==> src/rtl/flopbank.sv <==
// flopbank: CHANNELS independent enabled register chains, WIDTH bits by DEPTH stages, with valid tracking.
// Build option FLOPBANK_PARITY_EN adds per-stage even parity and a sticky per-channel perr flag.

module flopbank_lane #(
   parameter int               WIDTH     = 32,
   parameter int               DEPTH     = 1,
   parameter logic [WIDTH-1:0] RESET_VAL = '0
) (
   input  logic             clk_i,
   input  logic             reset_ni,
   input  logic             flush_i,
   input  logic             en_i,
   input  logic             valid_i,
   input  logic [WIDTH-1:0] d_i,
   output logic [WIDTH-1:0] q_o,
   output logic             valid_o,
   output logic             perr_o
);

   logic [DEPTH-1:0][WIDTH-1:0] data_q, data_d;
   logic [DEPTH-1:0]            vld_pipe_q, vld_pipe_d;
   logic                        clr;

   // Reset and flush have identical effect; reset merely has higher priority.
   assign clr = !reset_ni || flush_i;

   always_comb begin
      data_d     = data_q;
      vld_pipe_d = vld_pipe_q;
      if (en_i) begin
         data_d[0]     = d_i;
         vld_pipe_d[0] = valid_i;
         for (int k = 1; k < DEPTH; k++) begin
            data_d[k]     = data_q[k-1];
            vld_pipe_d[k] = vld_pipe_q[k-1];
         end
      end
   end

   always_ff @(posedge clk_i) begin
      if (clr) begin
         data_q     <= {DEPTH{RESET_VAL}};
         vld_pipe_q <= '0;
      end else begin
         data_q     <= data_d;
         vld_pipe_q <= vld_pipe_d;
      end
   end

   assign q_o     = data_q[DEPTH-1];
   assign valid_o = vld_pipe_q[DEPTH-1];

`ifdef FLOPBANK_PARITY_EN
   logic [DEPTH-1:0] par_q, par_d;
   logic             perr_q, perr_d;

   // Stored bit makes {data, par} XOR to zero; checked only while the output slot is valid.
   always_comb begin
      par_d = par_q;
      if (en_i) begin
         par_d[0] = ^d_i;
         for (int k = 1; k < DEPTH; k++) par_d[k] = par_q[k-1];
      end
      perr_d = perr_q | (vld_pipe_q[DEPTH-1] & (^{data_q[DEPTH-1], par_q[DEPTH-1]}));
   end

   always_ff @(posedge clk_i) begin
      if (clr) begin
         par_q  <= '0;
         perr_q <= 1'b0;
      end else begin
         par_q  <= par_d;
         perr_q <= perr_d;
      end
   end

   assign perr_o = perr_q;
`else
   assign perr_o = 1'b0;
`endif

endmodule

module flopbank #(
   parameter int               WIDTH     = 32,
   parameter int               CHANNELS  = 2,
   parameter int               DEPTH     = 1,
   parameter logic [WIDTH-1:0] RESET_VAL = '0
) (
   input  logic                      clk,
   input  logic                      reset_n,
   input  logic                      flush,
   input  logic [CHANNELS-1:0]       en,
   input  logic [CHANNELS-1:0]       valid_in,
   input  logic [CHANNELS*WIDTH-1:0] d,
   output logic [CHANNELS*WIDTH-1:0] q,
   output logic [CHANNELS-1:0]       valid_out,
   output logic [CHANNELS-1:0]       perr
);

   for (genvar c = 0; c < CHANNELS; c++) begin : g_ch
      flopbank_lane #(
         .WIDTH     (WIDTH),
         .DEPTH     (DEPTH),
         .RESET_VAL (RESET_VAL)
      ) u_lane (
         .clk_i    (clk),
         .reset_ni (reset_n),
         .flush_i  (flush),
         .en_i     (en[c]),
         .valid_i  (valid_in[c]),
         .d_i      (d[c*WIDTH +: WIDTH]),
         .q_o      (q[c*WIDTH +: WIDTH]),
         .valid_o  (valid_out[c]),
         .perr_o   (perr[c])
      );
   end

endmodule

==> config.mk <==
export PLATFORM = sky130hd
export DESIGN_NAME = flopbank
export DESIGN_NICKNAME = d
export VERILOG_FILES = /design/src/rtl/flopbank.sv
export SDC_FILE = /design/constraint.sdc
export NUM_CORES = 1
export LEC_CHECK = 0
export ABC_AREA = 1
export CORE_MARGIN = 8
export CORE_UTILIZATION = 40
export CTS_BUF_LIST = sky130_fd_sc_hd__clkbuf_2 sky130_fd_sc_hd__clkbuf_4 sky130_fd_sc_hd__clkbuf_8
export DETAILED_ROUTE_END_ITERATION = 7
export PLACE_DENSITY = 0.87
export SLEW_MARGIN = 10
export SYNTH_ARGS = -nofsm -noshare
export SYNTH_HDL_FRONTEND = slang
export SYNTH_SLANG_ARGS = --single-unit
==> constraint.sdc <==
create_clock -name clk -period 0.9 [get_ports clk]
set_input_delay 0.27 -clock clk [delete_from_list [all_inputs] [get_ports clk]]
set_output_delay 0.27 -clock clk [all_outputs]
set_load 0.05 [all_outputs]
Word-level counts from Yosys, hierarchy flattened
Cells that the tools add are included.

cells by class
  reductions and logical operators = 2

operators by type and width
  kind                count
  $logic_not A1 Y1    1
  $logic_or A1 B1 Y1  1

storage, ports and cells
  register bits after elaboration = 66
  output and inout port bits = 68

Depth between registers and ports, before layout
Gate-level depths: netlist (run 1).

  depth in word-level cells = 2
  mapped depth = 5
  depth with buffers taken out = 3

Hierarchy
A second synthesis (run 1) with hierarchy kept.

unflattened totals
  cells, all modules = 294
  area, all modules = 2,697.6 µm²

by module, submodules not included
  module         instances  cells each  area each (µm²)  seq. area each (µm²)
  flopbank_lane  2          147         1,348.8          660.6

Worst setup path before layout (run 1)
No wires, ideal clock.

  path kind = register to register
  start point = reg, netlist name g_ch[1].u_lane.q_o[18]
  end point = reg g_ch[1].u_lane.data_q (netlist bit g_ch[1].u_lane.q_o[18])
  setup time = 66 ps
  data arrival time = 841 ps
  required time = 834 ps
  setup slack = -7 ps
  cell stages (with the launch flop) = 3
  path buffers = 0
  period minus slack after synthesis = 907 ps
  cells stage by stage = dfxtp_1 nand2_1 a21oi_2

RTL lines
  what                    RTL line  source
  end signal: assignment  42        data_q <= {DEPTH{RESET_VAL}};
  end signal: assignment  45        data_q <= data_d;
  end: declaration        20        logic [DEPTH-1:0][WIDTH-1:0] data_q, data_d;

Worst setup path after layout (run 1)
  start point = reg g_ch[0].u_lane.data_q (netlist bit g_ch[0].u_lane.q_o[31])
  end point = out q[31]

RTL lines
  what                      RTL line  source
  start: declaration        20
  start signal: assignment  42
  start signal: assignment  45
  end: declaration          96        output logic [CHANNELS*WIDTH-1:0] q,

No word-level cell between the ends.

==> reports/results.txt, run 1 <==
Run status: finished with violations
Failing checks: negative setup slack
Clock Pin Slew Worst Setup and Hold Paths: 0.08 ns
Clk_lat worst skew: 0.34 ns
Routability Congestion: 0.755
Reg2reg setup slack: 0.09 ns
RR Startpoint: g_ch[0].u_lane.valid_o
Crit path cell chain: buf_12
Via count: 2802
Starting DRC count in detailed routing: 156
Largest net degree at the start of global routing: 34
CTS Hold Bufs: 0
Cell area power density: 1380 mW/mm²
Crit Reg-Reg Endpoint: g_ch[0].u_lane.valid_o
I/O pin count: 139
Syn Inst Count: 294
Min Tclk post-route: 1.14 ns
Port bufs: 136
Routed wire length: 11700 µm
Hold path depth: 3
#FFs+latches synth: 66
Routed WL per cell: 21.9 µm
Via density: 5.23
Leakage: 2.09 nW
Total CTS buffers: 9
Antenna Cells: 0
Final instance area: 0.00530 mm²
Placed standard-cell area: 0.00461 mm²
Slowest CP cell: dfxtp_2
Crit path capture type: primary output
Num Clock Sinks: 66
Number of placement rows: 29
Pre-antenna DRT Iters: 4
Delay of the slowest cell on the worst path: 0.37 ns
Netlist cell types: 10
RSZ-0062 raised after global routing: true
Worst-path maximum fanout: 2
Max Transition Viols Final: 0
Critical setup path kind: flip-flop to primary output
Fin worst setup slack: -0.245 ns
Clk root buf: clkbuf_8
Final net count: 525
IR drop worst, VDD: 1.09 mV
Post-DP HPWL: 6530 µm
Most frequent cells in the layout: 132 x nand2_1, 70 x buf_12, 66 x clkdlybuf4s50_1
Gr usage total: 22.0%
Full die area: 0.00923 mm²
Grt total ovfl: 0
Setup TNS Final: -14.36 ns
Reg2Reg Depth: 3
Max frequency: 873 MHz
Kind of cell adding the most delay to the critical path: flip-flops
Antenna violations before repair: 0
Worst endpoint required time: 0.63 ns
Period utilization: 127%
Sequential area share after synthesis: 51.5%
Vias in the first global route: 2895
Die X-Extent: 96.1 µm
Hold Path Class: input pin to flip-flop
CP Launch Type: flip-flop
WP buf/inv: 1
WHS Endpoint: g_ch[1].u_lane.q_o[17]
Mean Syn Cell Area: 8.72 µm²
Min-delay src: d[49]
Initial Utilization: 40.9%
Layout cell share with drive strength beyond 1: 50.5%
Clock Skew: 0 ns
Syn Std Cell Area: 0.00256 mm²
Data arrival, critical path: 0.87 ns
CTS Buffer Depth: 2
Setup-failing EPs final: 71
DRC Markers: 0
Hold Vio Cnt, Final: 0
Height of the chip: 96.1 µm
Layout area overhead: 107%
Max-cap violations: 0
Core area: 0.00628 mm²
H-tree depth: 3
First-pass GRT wire length: 15100 µm
Commonest non-fill, non-tap cell in the layout: nand2_1
CTS tree: built
Final ANT Viol Nets: 0
Ys Warns: 0
==> power breakdown <==
part | leakage, nW | switching, mW | internal [mW]
Combinational | 1.42 | 0.802 | 0.888
Clock | 0.0992 | 1.20 | 1.29
Sequential | 0.570 | 0.108 | 3.01
Total | 2.09 | 2.11 | 5.19
==> sequential cells by signal, summed over array words and instances (netlist names) <==
signal	cells
g_ch.u_lane.q_o	64
g_ch.u_lane.valid_o	2
==> cells by family (layout without fill, tap and decap cells) <==
logic type / after synthesis / after routing / synth area share, %
and+or+nand+nor: 133 / 134 / 19.5
buffers and inverters: 28 / 191 / 10.1
other: 1 / 2 / 0.146
DFF: 66 / 66 / 51.5
AOI/OAI and AO/OA: 66 / 66 / 18.7
==> metal layers <==
metal | GRT usage [%] | up-vias | wire length (µm)
li1 | - | 1249 | -
met1 | 20.8 | 1338 | 3900
met2 | 39.6 | 168 | 5980
met3 | 7.80 | 47 | 1280
met4 | 14.2 | 0 | 553
met5 | 0 | - | 0
==> cell type report <==
cell class,instances,area (µm²)
clock buffers,10,131
clock inverters,6,57.6
fillers,302,980
inverters,3,40.0
multi-input cells,202,1030
flip-flops and latches,66,1420
well taps,77,96.3
repair buffers,172,2510
==> what timing repair did <==
| item | in CTS | in global routing |
|---|---|---|
| cloned | 8 | 0 |
| pin swaps | 1 | 0 |
| hold endpoints to repair | 0 | 0 |
| endpoints found under the setup margin | 132 | 67 |
| resized for setup | 46 | 8 |
| setup buffers | 14 | 8 |
==> stage by stage <==
step / std cells / util, % / total power [mW] / hold WS (ns) / setup WS (ns)
after floorplan: 295 / - / 3.85 / 0.410 / 0.0163
after CTS: 528 / 83.1 / 7.21 / 0.467 / -0.230
final: 536 / 84.4 / 7.30 / 0.471 / -0.245
after global routing: 536 / 84.4 / 7.50 / 0.476 / -0.261
after global placement: 490 / 73.4 / 4.59 / 0.476 / -0.487
after detailed placement: 490 / 73.4 / 4.63 / 0.481 / -0.548
==> synth_stat cells <==
cell type	n	area, µm²
conb_1	1	3.75
buf_4	8	60.1
buf_6	15	169
a21oi_1	26	130
inv_6	2	17.5
inv_2	1	3.75
nand2_1	133	499
buf_2	2	10.0
a21oi_2	40	350
dfxtp_1	66	1320
==> worst max-delay path by stage <==
| stage | start | end | slack [ns] | cells after the start |
|---|---|---|---|---|
| final | g_ch[0].u_lane.q_o[31] | q[31] | -0.24 | 1 |
| after global routing | g_ch[0].u_lane.q_o[20] | q[20] | -0.26 | 1 |
| after CTS | g_ch[0].u_lane.q_o[16] | q[16] | -0.23 | 1 |
| after detailed placement | en[0] | g_ch[0].u_lane.q_o[30] | -0.55 | 5 |
| after global placement | en[1] | g_ch[1].u_lane.q_o[4] | -0.49 | 5 |
| after floorplan | g_ch[0].u_lane.q_o[30] | g_ch[0].u_lane.q_o[30] | 0.02 | 2 |
Power figures use the tool's default switching activity.
==> run 2: changes to the inputs <==
--- a/config.mk
+++ b/config.mk
@@ -6,6 +6,7 @@
 export NUM_CORES = 1
 export LEC_CHECK = 0
 export ABC_AREA = 1
+export CORE_ASPECT_RATIO = 1.75
 export CORE_MARGIN = 8
 export CORE_UTILIZATION = 40
 export CTS_BUF_LIST = sky130_fd_sc_hd__clkbuf_2 sky130_fd_sc_hd__clkbuf_4 sky130_fd_sc_hd__clkbuf_8
==> run 2 against run 1 <==
Against the previous run: the run still ends with negative setup slack left; wire length decreased by 1.6%; count of clock-buffer cells in the layout increased by 1; critical path depth unchanged; via count decreased by 0.21%; first-iteration DRC count increased by 3.2%; setup slack about the same; fmax about the same; combinational power increased by 3%; core utilization increased by 3.4 points.
==> reports/results.txt, run 2 (synthesis gave the netlist of run 1 again) <==
Kind of cell adding the most delay to the critical path: flip-flops
Grt total ovfl: 0
Max frequency: 873 MHz
Worst endpoint required time: 0.63 ns
Height of the chip: 122 µm
Max-cap violations: 0
Clock Pin Slew Worst Setup and Hold Paths: 0.07 ns
Via density: 5.06
Failing checks: negative setup slack
WP buf/inv: 1
CTS Buffer Depth: 2
Hold Path Class: input pin to flip-flop
Cell area power density: 1370 mW/mm²
Fin worst setup slack: -0.245 ns
Crit path cell chain: buf_12
H-tree depth: 3
Crit path capture type: primary output
Min-delay src: d[40]
RR Startpoint: g_ch[0].u_lane.q_o[19]
Routed WL per cell: 20.8 µm
Die X-Extent: 76.5 µm
Max Transition Viols Final: 0
Clk_lat worst skew: 0.36 ns
Total CTS buffers: 9
Largest net degree at the start of global routing: 18
Slowest CP cell: dfxtp_2
Via count: 2796
Clk root buf: clkbuf_8
Reg2reg setup slack: 0.05 ns
DRC Markers: 0
Post-DP HPWL: 6850 µm
Hold slack: 0.458 ns
WHS Endpoint: g_ch[1].u_lane.q_o[8]
CP Launch Type: flip-flop
Leakage: 2.16 nW
Hold path depth: 3
Period utilization: 127%
RSZ-0062 raised after global routing: true
Delay of the slowest cell on the worst path: 0.37 ns
Data arrival, critical path: 0.88 ns
Pre-antenna DRT Iters: 4
Antenna violations before repair: 0
Clock Skew: 0 ns
Initial Utilization: 41.5%
Full die area: 0.00933 mm²
Most frequent cells in the layout: 131 x nand2_1, 75 x buf_12, 66 x clkdlybuf4s50_1
I/O pin count: 139
Vias in the first global route: 2998
Final net count: 539
Setup-failing EPs final: 66
Reg2Reg Depth: 4
Crit Reg-Reg Endpoint: g_ch[0].u_lane.q_o[19]
Commonest non-fill, non-tap cell in the layout: nand2_1
Gr usage total: 22.9%
First-pass GRT wire length: 16300 µm
IR drop worst, VDD: 1.19 mV
Num Clock Sinks: 66
Number of placement rows: 38
Layout cell share with drive strength beyond 1: 52.0%
Overall power: 7.45 mW
Worst-path maximum fanout: 2
Layout area overhead: 112%
Min Tclk post-route: 1.15 ns
Core area: 0.00618 mm²
Final ANT Viol Nets: 0
Antenna Cells: 0
Port bufs: 136
Critical setup path kind: flip-flop to primary output
Routed wire length: 11500 µm
Run status: finished with violations
Starting DRC count in detailed routing: 161
CTS tree: built
Routability Congestion: 0.797
Max FFs per register: 64
Hold Vio Cnt, Final: 0
-- run 2: repair_timing --
action	CTS	global route
pin swaps	1	0
setup buffers	18	13
endpoints found under the hold margin	0	0
cloned	10	0
setup endpoints to repair	132	68
resized for setup	47	4
hold buffers	0	0
-- run 2: worst max-delay path by stage --
stage	end	start	depth (start not counted)
CTS	q[21]	g_ch[0].u_lane.q_o[21]	1
detailed placement	g_ch[0].u_lane.q_o[29]	en[0]	5
finish	q[7]	g_ch[0].u_lane.q_o[7]	1
floorplan	g_ch[0].u_lane.q_o[30]	g_ch[0].u_lane.q_o[30]	2
global placement	g_ch[0].u_lane.q_o[11]	en[0]	5
global route	q[11]	g_ch[0].u_lane.q_o[11]	1
-- run 2: per-layer routing --
layer  vias to the layer above  track usage [%]  routed length [µm]
met2                       147             43.3                6410
li1                       1277                -                   -
met5                         -                0                   0
met3                        34             7.15                 815
met1                      1338             20.4                3830
met4                         0             15.1                 470
-- run 2: final cells by class --
type	instances	area [µm²]
timing repair buffer	184	2630
timing repair inverter	3	31.3
inverter	3	40.0
multi-input combinational	201	1010
clock inverter	5	52.6
clock buffer	11	151
tap	80	100
sequential	66	1410
fill	281	752
-- run 2: power breakdown --
part	switching [mW]	leakage, nW	total (mW)	internal, mW
Clock	1.16	0.105	2.58	1.41
Sequential	0.105	0.568	3.13	3.03
Combinational	0.823	1.48	1.74	0.920
-- run 2: per-stage QoR --
stage                     utilization (%)  worst slack [ns]  instances  instance area [µm²]  TNS, ns
after detailed placement             75.5            -0.517        497                 4670   -30.20
after CTS                            86.1            -0.250        540                 5320   -15.14
after global routing                 87.8            -0.269        553                 5430   -16.36
after global placement               75.5            -0.442        497                 4670   -28.08
final                                87.8            -0.245        553                 5430   -14.94
after floorplan                         -            0.0163        295                 2620        0
==> run 3: changes to the inputs <==
--- a/config.mk
+++ b/config.mk
@@ -12,6 +12,7 @@
 export CTS_BUF_LIST = sky130_fd_sc_hd__clkbuf_2 sky130_fd_sc_hd__clkbuf_4 sky130_fd_sc_hd__clkbuf_8
 export DETAILED_ROUTE_END_ITERATION = 7
 export PLACE_DENSITY = 0.87
+export SKIP_CTS_REPAIR_TIMING = 1
 export SLEW_MARGIN = 10
 export SYNTH_ARGS = -nofsm -noshare
 export SYNTH_HDL_FRONTEND = slang
==> run 3 against run 2 <==
Against the previous run: the run still ends with negative setup slack left; hold slack got worse by 0.049 ns; global-route usage decreased by 4.3 points; setup slack better by 0.0064 ns; register-to-register slack improved by 0.02 ns; critical endpoint is now q[21]; largest cell class unchanged.
==> reports/results.txt, run 3 (synthesis gave the netlist of run 1 again) <==
Total CTS buffers: 9
Period utilization: 127%
Critical setup path kind: flip-flop to primary output
RR Startpoint: g_ch[0].u_lane.q_o[29]
Port bufs: 136
Hold Path Class: input pin to flip-flop
RSZ-0062 raised after global routing: true
Data arrival, critical path: 0.87 ns
CTS tree: built
GR met3 Demand/Resource: 8.19%
Initial Utilization: 41.5%
Final instance area: 0.00523 mm²
Clk root buf: clkbuf_8
Antenna Cells: 0
First-pass GRT wire length: 13600 µm
Routed wire length: 10100 µm
Height of the chip: 122 µm
Min-delay src: flush
I/O pin count: 139
Post-DP HPWL: 6850 µm
Via density: 4.90
Final ANT Viol Nets: 0
Number of placement rows: 38
Min Tclk post-route: 1.14 ns
Core area: 0.00618 mm²
Placed standard-cell area: 0.00467 mm²
CTS Buffer Depth: 2
Commonest non-fill, non-tap cell in the layout: nand2_1
Die X-Extent: 76.5 µm
Fin worst setup slack: -0.239 ns
Starting DRC count in detailed routing: 126
Run status: finished with violations
WHS Endpoint: g_ch[1].u_lane.q_o[4]
Slowest CP cell: dfxtp_2
Via count: 2623
IR drop worst, VDD: 1.22 mV
Most frequent cells in the layout: 132 x nand2_1, 72 x buf_12, 66 x clkdlybuf4s50_1
Layout cell share with drive strength beyond 1: 50.1%
Hold slack: 0.409 ns
Crit path cell chain: buf_12
Max FFs per register: 64
Kind of cell adding the most delay to the critical path: flip-flops
Max frequency: 878 MHz
Worst endpoint required time: 0.63 ns
Hold path depth: 5
Crit Reg-Reg Endpoint: g_ch[0].u_lane.q_o[29]
Pre-CTS setup slack: -0.517 ns
Grt total ovfl: 0
Routability Congestion: 0.797
Met1 Use GR: 17.6%
Full die area: 0.00933 mm²
Max-cap violations: 0
Crit path capture type: primary output
Setup-failing EPs final: 66
Clock Pin Slew Worst Setup and Hold Paths: 0.08 ns
Clk_lat worst skew: 0.34 ns
Reg2reg setup slack: 0.07 ns
Final net count: 521
Routed WL per cell: 18.8 µm
Failing checks: negative setup slack
Antenna violations before repair: 0
Max Transition Viols Final: 0
DRC Markers: 0
Fillcell total: 335
Largest net degree at the start of global routing: 34
Clock Skew: 0 ns
M2 GR Usage: 32.8%
Pre-antenna DRT Iters: 5
Num Clock Sinks: 66
Worst-path maximum fanout: 2
Vias in the first global route: 2633
Gr usage total: 18.6%
Layout area overhead: 104%
Hold Vio Cnt, Final: 0
Reg2Reg Depth: 3
WP buf/inv: 1
Cell area power density: 1390 mW/mm²
Grt peak-use layer: met2
Leakage: 2.05 nW
CP Launch Type: flip-flop
Delay of the slowest cell on the worst path: 0.37 ns
H-tree depth: 3
run 3: area by class of cell:
cell class	instances	area, µm²	area share, %
clock buffers	11	151	2.90
repair buffers	168	2450	46.8
flip-flops and latches	66	1410	26.9
inverters	3	40.0	0.766
clock inverters	5	52.6	1.01
multi-input cells	201	1020	19.6
well taps	80	100	1.91
repair inverters	1	8.76	0.168
run 3: per-stage QoR:
step                      setup TNS (ns)  instances  power (mW)  util, %
after detailed placement          -30.20        497        4.66     75.5
after global routing              -15.91        535        7.55     84.6
final                             -13.93        535        7.28     84.6
after global placement            -28.08        497        4.62     75.5
after floorplan                        0        295        3.85        -
after CTS                         -22.43        513        7.19     78.8
run 3: report_power, final:
part	leakage, nW	internal (mW)	switching [mW]
Clock	0.105	1.41	1.12
Combinational	1.38	0.841	0.770
Sequential	0.568	3.03	0.102
Total	2.05	5.29	2.00
run 3: per-layer routing:
metal	wire (µm)	up-vias	share of wire, %
met3	789	20	7.8
met4	295	0	2.9
met1	3410	1247	34
met2	5590	114	55
li1	-	1242	-
met5	0	-	0
run 3: worst max path at each step:
| stage | start | to | slack, ns | cells past startpoint |
|---|---|---|---|---|
| 6_report | g_ch[0].u_lane.q_o[21] | q[21] | -0.24 | 1 |
| 3_3_place_gp | en[0] | g_ch[0].u_lane.q_o[11] | -0.44 | 5 |
| 3_5_place_dp | en[0] | g_ch[0].u_lane.q_o[29] | -0.52 | 5 |
| 2_1_floorplan | g_ch[0].u_lane.q_o[30] | g_ch[0].u_lane.q_o[30] | 0.02 | 2 |
| 5_1_grt | g_ch[0].u_lane.q_o[25] | q[25] | -0.26 | 1 |
| 4_1_cts | g_ch[1].u_lane.q_o[4] | q[36] | -0.28 | 1 |
